--- src/rtl/pipe_sched.sv ---
// pipe_sched: pipeline sequencing, RAW/redirect/hold/drain control and bring-up counters for the 5-stage core
module pipe_sched #(
    parameter int CNT_W = 32
) (
    input  logic             clk_i,
    input  logic             rst_ni,
    input  logic [4:0]       rs1_addr_id_i,
    input  logic [4:0]       rs2_addr_id_i,
    input  logic             rs1_used_id_i,
    input  logic             rs2_used_id_i,
    input  logic [4:0]       rd_addr_id_i,
    input  logic             rd_wren_id_i,
    input  logic             br_sel_mem_i,
    input  logic             hold_i,
    input  logic             drain_req_i,
    output logic             pc_en_o,
    output logic             en_if_id_o,
    output logic             en_id_ex_o,
    output logic             en_ex_mem_o,
    output logic             en_mem_wb_o,
    output logic             flush_if_id_o,
    output logic             flush_id_ex_o,
    output logic             flush_ex_mem_o,
    output logic             flush_mem_wb_o,
    output logic             drained_o,
    output logic [1:0]       state_o,
    output logic [CNT_W-1:0] cycle_cnt_o,
    output logic [CNT_W-1:0] retire_cnt_o,
    output logic [CNT_W-1:0] stall_cnt_o,
    output logic [CNT_W-1:0] flush_cnt_o
);
    typedef enum logic [1:0] {INIT = 2'd0, RUN = 2'd1, HOLD = 2'd2, DRAIN = 2'd3} state_t;
    state_t     state;
    logic       init_q;
    logic       vld_id, vld_ex, vld_mem, vld_wb;
    logic       wren_ex, wren_mem, wren_wb;
    logic [4:0] rd_ex, rd_mem, rd_wb;
    logic       is_init, hold_act, hit1, hit2, haz, redir, stall_win, redir_win;
    // WB counts as a producer because the regfile does not bypass
    assign hit1 = rs1_used_id_i && (|rs1_addr_id_i) &&
                  ((vld_ex && wren_ex && rd_ex == rs1_addr_id_i) ||
                   (vld_mem && wren_mem && rd_mem == rs1_addr_id_i) ||
                   (vld_wb && wren_wb && rd_wb == rs1_addr_id_i));
    assign hit2 = rs2_used_id_i && (|rs2_addr_id_i) &&
                  ((vld_ex && wren_ex && rd_ex == rs2_addr_id_i) ||
                   (vld_mem && wren_mem && rd_mem == rs2_addr_id_i) ||
                   (vld_wb && wren_wb && rd_wb == rs2_addr_id_i));
    assign haz       = vld_id && (hit1 || hit2);
    assign redir     = vld_mem && br_sel_mem_i;
    assign is_init   = state == INIT;
    assign hold_act  = hold_i && !is_init;
    assign redir_win = redir && !is_init && !hold_act;
    assign stall_win = haz && !is_init && !hold_act && !redir;
    assign state_o   = state;
    assign drained_o = state == DRAIN && !(vld_id || vld_ex || vld_mem || vld_wb);
    always_comb begin
        pc_en_o        = 1'b1;
        en_if_id_o     = 1'b1;
        en_id_ex_o     = 1'b1;
        en_ex_mem_o    = 1'b1;
        en_mem_wb_o    = 1'b1;
        flush_if_id_o  = 1'b0;
        flush_id_ex_o  = 1'b0;
        flush_ex_mem_o = 1'b0;
        flush_mem_wb_o = 1'b0;
        if (is_init) begin
            pc_en_o        = 1'b0;
            flush_if_id_o  = 1'b1;
            flush_id_ex_o  = 1'b1;
            flush_ex_mem_o = 1'b1;
            flush_mem_wb_o = 1'b1;
        end else if (hold_act) begin
            pc_en_o     = 1'b0;
            en_if_id_o  = 1'b0;
            en_id_ex_o  = 1'b0;
            en_ex_mem_o = 1'b0;
            en_mem_wb_o = 1'b0;
        end else if (redir) begin
            flush_if_id_o  = 1'b1;
            flush_id_ex_o  = 1'b1;
            flush_ex_mem_o = 1'b1;
        end else if (haz) begin
            pc_en_o       = 1'b0;
            en_if_id_o    = 1'b0;
            flush_id_ex_o = 1'b1;
        end else if (state == DRAIN) begin
            pc_en_o       = 1'b0;
            flush_if_id_o = 1'b1;
        end
    end
    always_ff @(posedge clk_i) begin
        if (!rst_ni) begin
            state        <= INIT;
            init_q       <= 1'b0;
            vld_id       <= 1'b0;
            vld_ex       <= 1'b0;
            vld_mem      <= 1'b0;
            vld_wb       <= 1'b0;
            wren_ex      <= 1'b0;
            wren_mem     <= 1'b0;
            wren_wb      <= 1'b0;
            rd_ex        <= 5'd0;
            rd_mem       <= 5'd0;
            rd_wb        <= 5'd0;
            cycle_cnt_o  <= '0;
            retire_cnt_o <= '0;
            stall_cnt_o  <= '0;
            flush_cnt_o  <= '0;
        end else begin
            // init_q stretches INIT over one full cycle after reset release
            init_q <= 1'b1;
            case (state)
                INIT:    state <= init_q ? RUN : INIT;
                RUN:     state <= hold_i ? HOLD : (drain_req_i ? DRAIN : RUN);
                HOLD:    state <= hold_i ? HOLD : (drain_req_i ? DRAIN : RUN);
                default: state <= hold_i ? HOLD : (drain_req_i ? DRAIN : RUN);
            endcase
            if (en_if_id_o) vld_id <= !flush_if_id_o;
            if (en_id_ex_o) begin
                vld_ex  <= vld_id && !flush_id_ex_o;
                rd_ex   <= rd_addr_id_i;
                wren_ex <= rd_wren_id_i;
            end
            if (en_ex_mem_o) begin
                vld_mem  <= vld_ex && !flush_ex_mem_o;
                rd_mem   <= rd_ex;
                wren_mem <= wren_ex;
            end
            if (en_mem_wb_o) begin
                vld_wb  <= vld_mem && !flush_mem_wb_o;
                rd_wb   <= rd_mem;
                wren_wb <= wren_mem;
            end
            if (!is_init) cycle_cnt_o <= cycle_cnt_o + CNT_W'(1);
            if (vld_wb && en_mem_wb_o) retire_cnt_o <= retire_cnt_o + CNT_W'(1);
            if (stall_win) stall_cnt_o <= stall_cnt_o + CNT_W'(1);
            if (redir_win) flush_cnt_o <= flush_cnt_o + CNT_W'(1);
        end
    end
endmodule

--- config.mk ---
export PLATFORM = sky130hd
export DESIGN_NAME = pipe_sched
export DESIGN_NICKNAME = d
export VERILOG_FILES = /design/src/rtl/pipe_sched.sv
export SDC_FILE = /design/constraint.sdc
export NUM_CORES = 1
export LEC_CHECK = 0
export BUFFER_PORTS_ARGS = -buffer_cell sky130_fd_sc_hd__buf_4
export CAP_MARGIN = 10
export CORE_ASPECT_RATIO = 1.5
export CORE_MARGIN = 3
export CORE_UTILIZATION = 30
export DETAILED_ROUTE_END_ITERATION = 8
export HOLD_SLACK_MARGIN = 0.12
export SKIP_LAST_GASP = 1
export SLEW_MARGIN = 20
export SYNTH_ARGS = -nofsm -noshare
export SYNTH_HDL_FRONTEND = slang
export SYNTH_SLANG_ARGS = --single-unit
--- constraint.sdc ---
create_clock -name clk_i -period 7.56 [get_ports clk_i]
set_clock_uncertainty 0.2 [all_clocks]
set_input_delay 1.512 -clock clk_i [delete_from_list [all_inputs] [get_ports clk_i]]
set_output_delay 1.512 -clock clk_i [all_outputs]
set_load 0.01 [all_outputs]
==> impl_results.md, run 1 <==
* Status: finished, final reports clean
* H-Tree Depth at 4
* RSZ-0062 raised after global routing: no
* Max Root-Sink Buffers at 2
* Post-Syn Area at around 0.007 sq mm
* Site Rows at 67
* Critical path data required time at between 5 and 6 ns
* Top post-synthesis cells by area: dfxtp_1, xor2_1, a21oi_1, nor2_1, xnor2_1
* # clock sinks at approximately 150
* # diodes at 0
* Number of routed nets with antenna violations at 0
* Pre-CTS setup slack at 2.51 ns
* Synth area leader: dfxtp_1
* DR iter-0 viols at about 270
* Syn_nets at 860
* DR WL/cell at 15.0 um
* Max rail drop VDD at 0.000149 V
* Vias at 6366
* FF-to-FF setup slack at 4.05 ns
* Grt met3 use at approximately 3.5%
* Worst Setup End Kind: output port
* Critical Path AT at 3.35 ns
* Met2 Use GR at 26.3%
* Area share of the largest cell type after synthesis at 43.8%
* Total die area at 0.0252 sq mm
* CTS tree: done
* Total track usage at 15.1%
* Power per cell area at 201 mW/mm^2
* P_leak at 3.44 nW
* Core Region at 0.0226 sq mm
* First-pass GRT wire length at 30.2 mm
* # fillers at 2313
* Die Span X at roughly 130 um
* Share of layout cells above drive strength 1 at 21.1%
* Die height at 193 um
* Pins Over Slew Limit at 0
* Setup Buffers After CTS at 0
* Startpoint Class: primary input
* Overall power at 1.82 mW
* Worst-path clk slew at 0.07 ns
* DPL Wire Length at about 14 mm
* Register area share after synthesis at 43.8%
* Relative slew slack at 32.6%
* Area Growth Syn to Fin at 29.3%
* Total gr overflow at 0
* Post-synthesis cell type count at 41
* Critical R2R Capture: retire_cnt_o[30]$_SDFFE_PN0P_
* Worst skew pair latency at 0.43 ns
* Post-synth EDFFs at 0
* Syn Inst Count at 833
* IO Pins at 163
* Max Cap Violations at 0
* Antenna violations before repair at 0
* Reg2Reg Launch Point: state_o[1]$_SDFF_PP0_
* Layout Nets at 1010
* Final worst-path cycle share at 66.9%
* Asr flop ratio synth at 0%
* Initial Util at slightly above 30%
* Post-CTS sizing at 0
* Max FO, Critical Path at 4
* Clock Root Buffer: clkbuf_16
* Met1 GRT Util at around 18%
* Vias per std cell at approximately 5.0
* Worst Setup EP: flush_if_id_o
* Setup CP Type: primary input to output port
* Post-synth top cells: dfxtp_1, nor2_1, nand2_1
* Placed cell areas at 0.00842 sq mm
* Yosys warns at 0
* DRC at 0
* Largest net degree at the start of global routing at 92
* Finished layout cell area at 0.00904 sq mm
* Final worst slack at 2.50 ns
* Num CTS Buffers at 17
* WL final at 19.0 mm
* Worst slew pin tran at 1.01 ns
* Primary FF master, synth: dfxtp_1
* Vias in the first global route at 5872
* # port buffers at 162
* CTS Hold Bufs at 0
* Avg Cell Area, Syn at 8.39 sq um
* Reg2reg path depth at 9
* Most frequent cell after synthesis: dfxtp_1
* DRT Pass-1 Iters at 5
* Setup violators final at 0
* Hold Path Class: flip-flop to flip-flop
* Achievable Freq at 0.198 GHz
* Worst hold slack at 0.268 ns
* Min-delay src: init_q$_DFF_P_
* Crit path from: rs1_addr_id_i[1]
* Final min period at 5.06 ns
* Synthesis-stage register bit count at 153
* Final Hold Fails at 0
* Final Wtd Congestion at 0.841
* Busiest layer in global routing: met2
* Setup TNS at 0 ns
-- worst max-delay path: stages --
cell and delay [ns]:
buf_4 0.13, or4_1 0.51, o21ai_1 0.32, a311o_1 0.29, nand2_1 0.10, o21a_1 0.19, o21ai_0 0.14, buf_4 0.14
-- worst min path at each step --
stage / slack [ns] / cells after the start / end
after floorplan: 0.23 / 2 / state_o[0]$_SDFF_PN0_
after global placement: 0.24 / 2 / state_o[0]$_SDFF_PN0_
after detailed placement: 0.25 / 2 / state_o[0]$_SDFF_PN0_
after CTS: 0.28 / 2 / state_o[0]$_SDFF_PN0_
after global routing: 0.32 / 2 / state_o[0]$_SDFF_PN0_
final: 0.27 / 2 / state_o[0]$_SDFF_PN0_
-- sequential cells by signal (all words and copies together) (netlist names) --
name / cells
state_o: 2
rd_ex: 5
vld_mem: 1
rd_wb: 5
wren_ex: 1
wren_wb: 1
vld_ex: 1
init_q: 1
vld_wb: 1
wren_mem: 1
retire_cnt_o: 32
cycle_cnt_o: 32
vld_id: 1
rd_mem: 5
flush_cnt_o: 32
stall_cnt_o: 32
-- power breakdown --
group,switching (mW),internal (mW)
clock,0.343,0.558
sequential,0.0129,0.815
combinational,0.0545,0.0347
total,0.411,1.41
-- per-layer routing --
layer	wire (um)	up-vias	share of wire, %
li1	-	3192	-
met4	258	0	1.4
met5	0	-	0
met3	730	21	3.8
met2	9850	129	52
met1	8200	3024	43
-- layout by cell type (no fill, tap or decap), types with 7 or more instances in the layout --
cell / count
xor2_1: 69
buf_4: 163
and3_1: 15
and2_1: 17
nor4_1: 7
nor2_1: 92
or3_1: 43
clkbuf_16: 17
nor3_1: 11
or4_1: 8
nand2_1: 83
nand3_1: 46
dfxtp_1: 153
o21ai_0: 41
o21ai_1: 8
a21oi_1: 71
xnor2_1: 37
nand4_1: 35
and4_1: 7
inv_1: 19
-- through the flow --
stage	utilization (%)	std cells
2_1_floorplan	-	833
3_3_place_gp	37.2	1240
3_5_place_dp	37.2	1240
4_1_cts	40.0	1271
5_1_grt	40.0	1271
6_report	40.0	1271
-- layout make-up --
cell class	count	area (sq um)	area share, %
multi-input combinational	627	3710	41.0
tap	276	345	3.82
sequential	153	3060	33.9
clock buffer	19	443	4.90
clock inverter	12	175	1.94
inverter	21	81.3	0.899
timing repair buffer	163	1220	13.5
-- cell families after synthesis --
family          Yosys count  synth area share, %
xor+xnor                106                 13.3
buf+inv                  53                 3.11
flops                   153                 43.8
simple gates            374                 27.1
mux                       3                0.430
fa+ha+maj                 4                0.716
compound gates          140                 11.5
Power figures use the tool's default switching activity.
==> inputs of run 2 (changes only) <==
clock period = 4.2 ns   (was 7.56 ns; I/O delays follow)
==> impl_results.md, run 2 (same netlist as run 1, synthesis figures left out) <==
* Status: finished, final reports clean
* Worst Setup End Kind: output port
* H-Tree Depth at 4 (unchanged)
* Most common cell after layout, fill and taps aside: buf_4
* Max Cap Violations at 0 (unchanged)
* CTS Hold Bufs at 0 (unchanged)
* Initial Util at 30.9% (unchanged)
* Final min period at 3.71 ns
* Cell Chain, Critical Path: buf_4 -> xor2_1 -> nor4_1 -> nand4_1 -> a311o_1 -> a21oi_1 -> o21ai_0 -> buf_4
* Comb pwr share at 5.2% (+0.3 points)
* Final Wtd Congestion at 0.833 (-0.90%)
* CTS tree: done
* Reg2reg path depth at 11 (+2)
* Share of layout cells above drive strength 1 at 21.9% (+0.81 points)
* Setup violators final at 0 (unchanged)
* RSZ-0062 raised after global routing: no
* Overall power at 3.32 mW (+83%)
* Multi-input gate area at 0.00371 sq mm (unchanged)
* Final worst-path cycle share at about 88%
* Antenna violations before repair at 0 (unchanged)
* Min-delay src: init_q$_DFF_P_
* Core Region at 0.0226 sq mm (unchanged)
* Worst-path clk slew at 0.07 ns (about the same)
* DPL Wire Length at 13.8 mm (+0.91%)
* Max rail drop VDD at 0.000276 V (+85%)
* Vias in the first global route at 6046 (+3.0%)
* Reg2Reg Launch Point: state_o[1]$_SDFF_PP0_
* Clk network pwr share at 50.1% (+0.5 points)
* Final Hold Fails at 0 (unchanged)
* Critical R2R Capture: retire_cnt_o[30]$_SDFFE_PN0P_
* Area Growth Syn to Fin at 30.6%
* Total gr overflow at 0 (unchanged)
* Power per cell area at 364 mW/mm^2 (+81%)
* Hold Path Class: flip-flop to flip-flop
* Achievable Freq at 0.269 GHz
* DRT Pass-1 Iters at 4 (-1)
* Die Span X at 131 um (unchanged)
* Final worst slack at 0.487 ns (-2.01 ns)
* Seq. cell area at 0.00306 sq mm (unchanged)
* CP max stage delay at 0.47 ns (-0.04 ns)
* Critical Path AT at 2.67 ns (-0.68 ns)
* DR iter-0 viols at 253 (-7.7%)
* Total die area at 0.0252 sq mm (unchanged)
* Total net switching power at 0.770 mW (+88%)
* Number of routed nets with antenna violations at 0 (unchanged)
* Hold EP: state_o[0]$_SDFF_PN0_
* Clock Root Buffer: clkbuf_16
* DR WL/cell at 14.9 um (-0.78%)
* Vias per std cell at 4.96 (-1.0%)
* # fillers at 2313 (unchanged)
* Worst slew pin tran at 0.900 ns (-0.111 ns)
* Site Rows at 67 (unchanged)
* DP Cell Count at 1248 (+0.65%)
* Setup TNS at 0 ns (unchanged)
* Layout Nets at 1018 (+0.79%)
* Vias at 6347 (-0.30%)
* DRC at 0 (unchanged)
* Pins Over Slew Limit at 0 (unchanged)
* Max FO, Critical Path at 4 (unchanged)
* Startpoint Class: primary input
* Worst skew pair latency at 0.43 ns (about the same)
* Relative slew slack at 40.0% (+7.4 points)
* Worst path slowest cell: a311o_1
* IO Pins at 163 (unchanged)
* FF-to-FF setup slack at 1.28 ns (-2.77 ns)
* Largest net degree at the start of global routing at 76 (-17%)
* WL final at 19.0 mm (about the same)
* Hold path depth at 2 (unchanged)
* Die height at 193 um (unchanged)
* Fin util at 40.3% (+0.40 points)
* Sequential fraction of design power at 44.8% (-0.7 points)
* Final cell count without fillers at 1280 (+0.71%)
* P_leak at 3.49 nW (+1.6%)
* # port buffers at 162 (unchanged)
* Critical Path Most Common Cell: buf_4
* Critical path data required time at 3.16 ns (-2.69 ns)
* First-pass GRT wire length at 30.6 mm (+1.4%)
* Post-CTS sizing at 0 (unchanged)
* # clock sinks at 153 (unchanged)
* Max Root-Sink Buffers at 2 (unchanged)
* Num CTS Buffers at 17 (unchanged)
* # diodes at 0 (unchanged)
* Most frequent cells in the layout: buf_4, dfxtp_1, nor2_1
* Setup CP Type: primary input to output port
* Total track usage at 15.3% (+0.15 points)
* Internal power component at 2.55 mW (+81%)
* Sw Ratio at 23.2% (+0.61 points)
* Setup Buffers After CTS at 0 (unchanged)
* Pre-CTS setup slack at 0.497 ns (-2.01 ns)
-- run 2: final cells by class --
cell class | instances | area share [%]
clock buffer | 18 | 4.81
clock inverter | 14 | 2.15
inverter | 21 | 0.891
multi-input combinational | 627 | 40.6
sequential | 153 | 33.5
tap | 276 | 3.78
timing repair buffer | 171 | 14.2
-- run 2: power groups by stage --
stage          Sequential, mW  Clock (mW)  Combinational (mW)
2_1_floorplan            1.52           0              0.0936
3_3_place_gp             1.52           0               0.174
3_5_place_dp             1.52           0               0.175
4_1_cts                  1.49        1.71               0.176
5_1_grt                  1.49        1.77               0.191
6_report                 1.49        1.66               0.172
-- run 2: per-stage QoR --
| step | area [sq um] | hold WS (ns) |
|---|---|---|
| after floorplan | 6990 | 0.233 |
| after detailed placement | 8500 | 0.247 |
| after global placement | 8500 | 0.241 |
| after CTS | 9130 | 0.274 |
| final | 9130 | 0.274 |
| after global routing | 9130 | 0.295 |
-- run 2: worst max path at each step --
| stage | slack [ns] | start | cells after the start | endpoint |
|---|---|---|---|---|
| global route | 0.32 | rs1_addr_id_i[2] | 8 | en_if_id_o |
| detailed placement | 0.50 | rs1_addr_id_i[4] | 8 | en_if_id_o |
| finish | 0.49 | rs1_addr_id_i[4] | 8 | en_if_id_o |
| global placement | 0.50 | rs1_addr_id_i[4] | 9 | flush_id_ex_o |
| floorplan | 0.86 | rs1_addr_id_i[1] | 6 | flush_if_id_o |
| CTS | 0.48 | rs1_addr_id_i[4] | 8 | en_if_id_o |
-- run 2: per-layer routing --
metal | track usage, % | vias to the layer above | share of wire, %
met5 | 0 | - | 0
met2 | 26.5 | 110 | 51
met3 | 3.39 | 22 | 3.2
met4 | 5.70 | 0 | 2.1
li1 | - | 3214 | -
met1 | 18.3 | 3001 | 44
-- run 2: critical path, delay by kind of cell --
family / cells / cell delay, ns
AO/OA/AOI/OAI: 3 / 0.78
buffers and inverters: 2 / 0.28
XOR/XNOR: 1 / 0.14
AND/OR/NAND/NOR: 2 / 0.63
